`config.mk`:
```
export PLATFORM = sky130hd
export DESIGN_NAME = pipe_addsub
export DESIGN_NICKNAME = d
export VERILOG_FILES = /design/src/rtl/pipe_addsub.sv
export SDC_FILE = /design/constraint.sdc
export NUM_CORES = 1
export LEC_CHECK = 0
export BUFFER_PORTS_ARGS = -buffer_cell sky130_fd_sc_hd__buf_2
export CAP_MARGIN = 30
export CORE_ASPECT_RATIO = 0.8
export CORE_UTILIZATION = 30
export CTS_BUF_LIST = sky130_fd_sc_hd__clkbuf_16
export CTS_CLUSTER_DIAMETER = 100
export DETAILED_ROUTE_END_ITERATION = 12
export GPL_ROUTABILITY_DRIVEN = 1
export PLACE_DENSITY = 0.48
export SKIP_LAST_GASP = 1
export SLEW_MARGIN = 5
export SYNTH_ARGS = -nofsm -noshare
export SYNTH_HDL_FRONTEND = slang
export SYNTH_SLANG_ARGS = --single-unit
```
`constraint.sdc`:
```
create_clock -name clk -period 1.85 [get_ports clk]
set_clock_uncertainty 0.1 [all_clocks]
set_input_delay 0.2775 -clock clk [delete_from_list [all_inputs] [get_ports clk]]
set_output_delay 0.2775 -clock clk [all_outputs]
set_load 0.1 [all_outputs]
```
`src/rtl/pipe_addsub.sv`:
```
// Pipelined ripple-carry adder/subtractor: SEG result bits resolved per stage, valid/ready handshake.
// Operand bits not yet consumed shrink by SEG per stage; resolved sum bits grow by SEG per stage.
module pipe_addsub #(
   parameter int WIDTH = 16,
   parameter int SEG   = 4
) (
   input  logic             clk,
   input  logic             rst_n,
   input  logic             in_valid,
   output logic             in_ready,
   input  logic [WIDTH-1:0] a,
   input  logic [WIDTH-1:0] b,
   input  logic             c_in,
   input  logic             sub,
   output logic             out_valid,
   input  logic             out_ready,
   output logic [WIDTH-1:0] sum,
   output logic             c_out,
   output logic             ovf
);

   localparam int STAGES = WIDTH / SEG;
   localparam int LAST   = STAGES - 1;

   if (WIDTH % SEG != 0) begin : g_param_check
      $error("pipe_addsub: WIDTH (%0d) must be a multiple of SEG (%0d)", WIDTH, SEG);
   end

   logic [STAGES-1:0] v_vec;

   for (genvar gi = 0; gi < STAGES; gi++) begin : g_stage
      localparam int REM = WIDTH - gi*SEG;   // operand bits still unresolved on entry
      localparam int RES = (gi+1)*SEG;       // result bits resolved after this stage

      logic [REM-1:0] a_in, b_in;
      logic           c_in_s, v_in;
      logic [RES-1:0] res_new;
      logic [SEG:0]   seg_sum;
      logic           load;
      logic           v_q, v_d, cy_q, cy_d;
      logic [RES-1:0] res_q, res_d;

      if (gi == 0) begin : g_head
         assign a_in    = a;
         assign b_in    = sub ? ~b : b;
         assign c_in_s  = sub ? ~c_in : c_in;
         assign v_in    = in_valid;
         assign res_new = seg_sum[SEG-1:0];
      end else begin : g_link
         assign a_in    = g_stage[gi-1].g_fwd.a_q;
         assign b_in    = g_stage[gi-1].g_fwd.b_q;
         assign c_in_s  = g_stage[gi-1].cy_q;
         assign v_in    = g_stage[gi-1].v_q;
         assign res_new = {seg_sum[SEG-1:0], g_stage[gi-1].res_q};
      end

      assign seg_sum = {1'b0, a_in[SEG-1:0]} + {1'b0, b_in[SEG-1:0]} + {{SEG{1'b0}}, c_in_s};

      // A stage can load unless it and every stage downstream of it are full and the sink stalls.
      assign load = (|((~v_vec) >> gi)) || out_ready;

      always_comb begin
         v_d   = v_q;
         cy_d  = cy_q;
         res_d = res_q;
         if (load) begin
            v_d = v_in;
            if (v_in) begin
               cy_d  = seg_sum[SEG];
               res_d = res_new;
            end
         end
      end

      always_ff @(posedge clk or negedge rst_n) begin
         if (!rst_n) begin
            v_q   <= 1'b0;
            cy_q  <= 1'b0;
            res_q <= '0;
         end else begin
            v_q   <= v_d;
            cy_q  <= cy_d;
            res_q <= res_d;
         end
      end

      assign v_vec[gi] = v_q;

      if (gi < LAST) begin : g_fwd
         logic [REM-SEG-1:0] a_q, a_d, b_q, b_d;

         always_comb begin
            a_d = a_q;
            b_d = b_q;
            if (load && v_in) begin
               a_d = a_in[REM-1:SEG];
               b_d = b_in[REM-1:SEG];
            end
         end

         always_ff @(posedge clk or negedge rst_n) begin
            if (!rst_n) begin
               a_q <= '0;
               b_q <= '0;
            end else begin
               a_q <= a_d;
               b_q <= b_d;
            end
         end
      end else begin : g_tail
         logic ovf_q, ovf_d;

         // Signed overflow: operand signs agree but the result sign differs.
         always_comb begin
            ovf_d = ovf_q;
            if (load && v_in) begin
               ovf_d = (a_in[REM-1] == b_in[REM-1]) && (seg_sum[SEG-1] != a_in[REM-1]);
            end
         end

         always_ff @(posedge clk or negedge rst_n) begin
            if (!rst_n) begin
               ovf_q <= 1'b0;
            end else begin
               ovf_q <= ovf_d;
            end
         end
      end
   end

   assign in_ready  = rst_n && ((|(~v_vec)) || out_ready);
   assign out_valid = v_vec[LAST];
   assign sum       = g_stage[LAST].res_q;
   assign c_out     = g_stage[LAST].cy_q;
   assign ovf       = g_stage[LAST].g_tail.ovf_q;

endmodule
```
==> flow_summary.yaml <==
floorplanning:
  die_h_um: 108.7
  core.rowCount: 38
  ios: 58
  core-area_um2: 13740
  die_w_um: 135.4
  die-area_um2: 14710
  initial_utilization_pct: 31.06
routing:
  routed_wl_um: 7596
  vias: 2441
  ant_nets: 0
  firstDrtPassIters: 4
  drt_iter0_markers: 98
  post_drt_via_cell_ratio: 4.267
  avgRoutedWirePerCell_um: 13.28
  drc: 0
global_route:
  grt_pass1_wl_um: 13020
  met2_usage_pct: 16.37
  grt_pass1_vias: 2524
  grt_max_degree: 98
  use_met3_pct: 3.626
  antenna_found_initial: 0
  busiest_layer: "met1"
  track_usage_pct: 11.80
  grtUsageMet1_pct: 17.21
  grt-ovfl-total: 0
yosys:
  synthCells: 319
  synth_ff_type: "dfrtp_1"
  syn_area_per_cell_um2: 13.38
  yosysSeqAreaShare_pct: 56.87
  yosysTopAreaCell: "dfrtp_1"
  syn_nets: 377
  ys_types: 29
  synth_edf_count: 0
  synth_area_leaders: "dfrtp_1, mux2_2, fa_1, ha_1, o21ai_0"
  yosysTopAreaCellShare_pct: 56.87
  async_reset_ff_share_pct: 100.0
  synth.most_common_cell: "dfrtp_1"
  synth_seq_cells: 97
  yosys_warnings: 0
  synthesis.area_um2: 4268
  ys_top_cells_by_count: "dfrtp_1, mux2_2, nand2_1, o21ai_0, xnor2_1"
clock_network:
  path_clk_slew_ps: 70
  clockBufferDepth: 2
  clkSinkCount: 97
  cts_inserted_buffers: 9
  root_buffer: "clkbuf_16"
  cts_setup_buffers: 0
  worstSkewPairLatency_ps: 340
  cts_tree: "built"
  cts_max_level: 3
layout:
  regArea_um2: 2431
  fill_cells: 1335
  multi_input_area_um2: 1782
  finalNetCount: 445
  area_growth_pct: 24.48
  drive_gt1_share_pct: 40.05
  diodes: 0
status:
  status: "finished clean"
worst_hold_path:
  hp-class: "primary input to flop"
pwr:
  power_density_nw_per_um2: 1712
  ir_worst_vdd_mv: 1.183
  leakage_nw: 2.433
place:
  dp_hpwl_um: 5446
  gp_congestion: 0.7301
  port_buffers: 57
setup_path:
  worstSetupEndpointType: "output port"
  worst_setup_path_start_kind: "flop"
  cp_max_fo: 4
  crit_required_ps: 1470
  worst-setup-path-type: "flop to output port"
  cp.arrival_ps: 1440
timing:
  finalSetupTns_ps: 0
  period_minus_slack_ps: 1821
  tightest_slew_ps: 556.8
  rsz0062_at_grt: "yes"
  max-slew-margin-rel_pct: 62.88
  hold_viol: 0
  worst_hold_slack_ps: 47.60
  max_freq_mhz: 549.0
  finalCritPeriodShare_pct: 98.45
  slew_violations: 0
  report.final.setup_viol: 0
job:
  drv_cap: 0
[cell families (layout without fill, tap and decap cells)]
| family | count (synthesis) | count (layout) | synth area share [%] |
|---|---|---|---|
| AOI/OAI and AO/OA | 46 | 46 | 6.421 |
| xor gates and xnor gates | 24 | 24 | 4.925 |
| adders and majority gates | 20 | 20 | 7.270 |
| buffers and inverters | 25 | 98 | 2.756 |
| DFF | 97 | 97 | 56.87 |
| muxes | 65 | 65 | 17.15 |
| and+or+nand+nor | 42 | 42 | 4.603 |
[timing repair]
| item | CTS | global route |
|---|---|---|
| hold buffers | 1 | 0 |
| gates resized for setup | 8 | 5 |
| endpoints found under the setup margin | 4 | 7 |
| pin swaps | 0 | 0 |
| endpoints found under the hold margin | 97 | 0 |
[state kept, by name, indices dropped and copies added, names as in the netlist]
signal	count
g_stage.g_fwd.a_q	24
g_stage.g_fwd.b_q	24
g_stage.res_q	24
sum	16
g_stage.cy_q	3
g_stage.v_q	3
c_out	1
out_valid	1
ovf	1
[final timing paths]
check	from	to	slack, ps	cells past startpoint
setup / recovery	g_stage[2].v_q$_DFFE_PN0N_	in_ready	30	4
hold reg to reg	g_stage[2].res_q[11]$_DFFE_PN0P_	g_stage[2].res_q[11]$_DFFE_PN0P_	380	2
setup reg to reg	g_stage[1].cy_q$_DFFE_PN0P_	g_stage[2].cy_q$_DFFE_PN0P_	40	5
max in group asynchronous	rst_n	out_valid$_DFFE_PN0N_	730	3
hold / removal	a[13]	g_stage[0].g_fwd.a_q[9]$_DFFE_PN0P_	50	2
min in group asynchronous	rst_n	g_stage[0].g_fwd.a_q[1]$_DFFE_PN0P_	400	3
[stage by stage]
stage	cell area, um2	power (W)	std cells	util, %	worst slack [ps]
after floorplan	4325	0.006059	319	-	-184.3
after global placement	4892	0.006868	555	35.60	-113.6
after detailed placement	4892	0.006941	555	35.60	-146.2
after CTS	5286	0.009212	572	38.47	-6.745
after global routing	5313	0.009661	572	38.66	-32.52
final	5313	0.009094	572	38.66	28.60
[cell usage in the layout, fill, tap and decap left out, types with 4 or more instances in the layout]
| cell type | n |
|---|---|
| ha_1 | 12 |
| clkbuf_16 | 9 |
| dfrtp_1 | 96 |
| mux2_2 | 55 |
| o21ai_0 | 23 |
| mux2_1 | 9 |
| xor2_1 | 9 |
| inv_1 | 13 |
| nand2_1 | 28 |
| bufinv_16 | 4 |
| buf_12 | 6 |
| buf_4 | 9 |
| fa_2 | 7 |
| xnor2_1 | 13 |
| a21oi_1 | 7 |
| buf_2 | 55 |
| a21o_1 | 7 |
[layout make-up]
type	instances	share of cell area (%)
Clock buffer	9	4.239
Clock inverter	7	2.544
Inverter	11	0.7772
Multi-Input combinational cell	197	33.54
Sequential cell	97	45.76
Tap cell	180	4.239
Timing Repair Buffer	71	8.902
[worst max-delay path, stage by stage, from the launching register on]
cell and delay (ps):
dfrtp_1 420, nand4b_4 120, or2_4 240, and2_4 160
buf_12 160
[layer usage]
layer | up-vias | part of all wire, %
met1 | 1171 | 54
met3 | 6 | 4.6
met2 | 48 | 40
met4 | 0 | 1.3
met5 | - | 0
li1 | 1216 | -
[where the power goes]
group	total, W	switching, W	internal (W)
Sequential	0.00329	0.000429	0.00286
Combinational	0.00359	0.00236	0.00123
Clock	0.00221	0.000762	0.00145
Total	0.00909	0.00355	0.00554
Power figures use the tool's default switching activity.
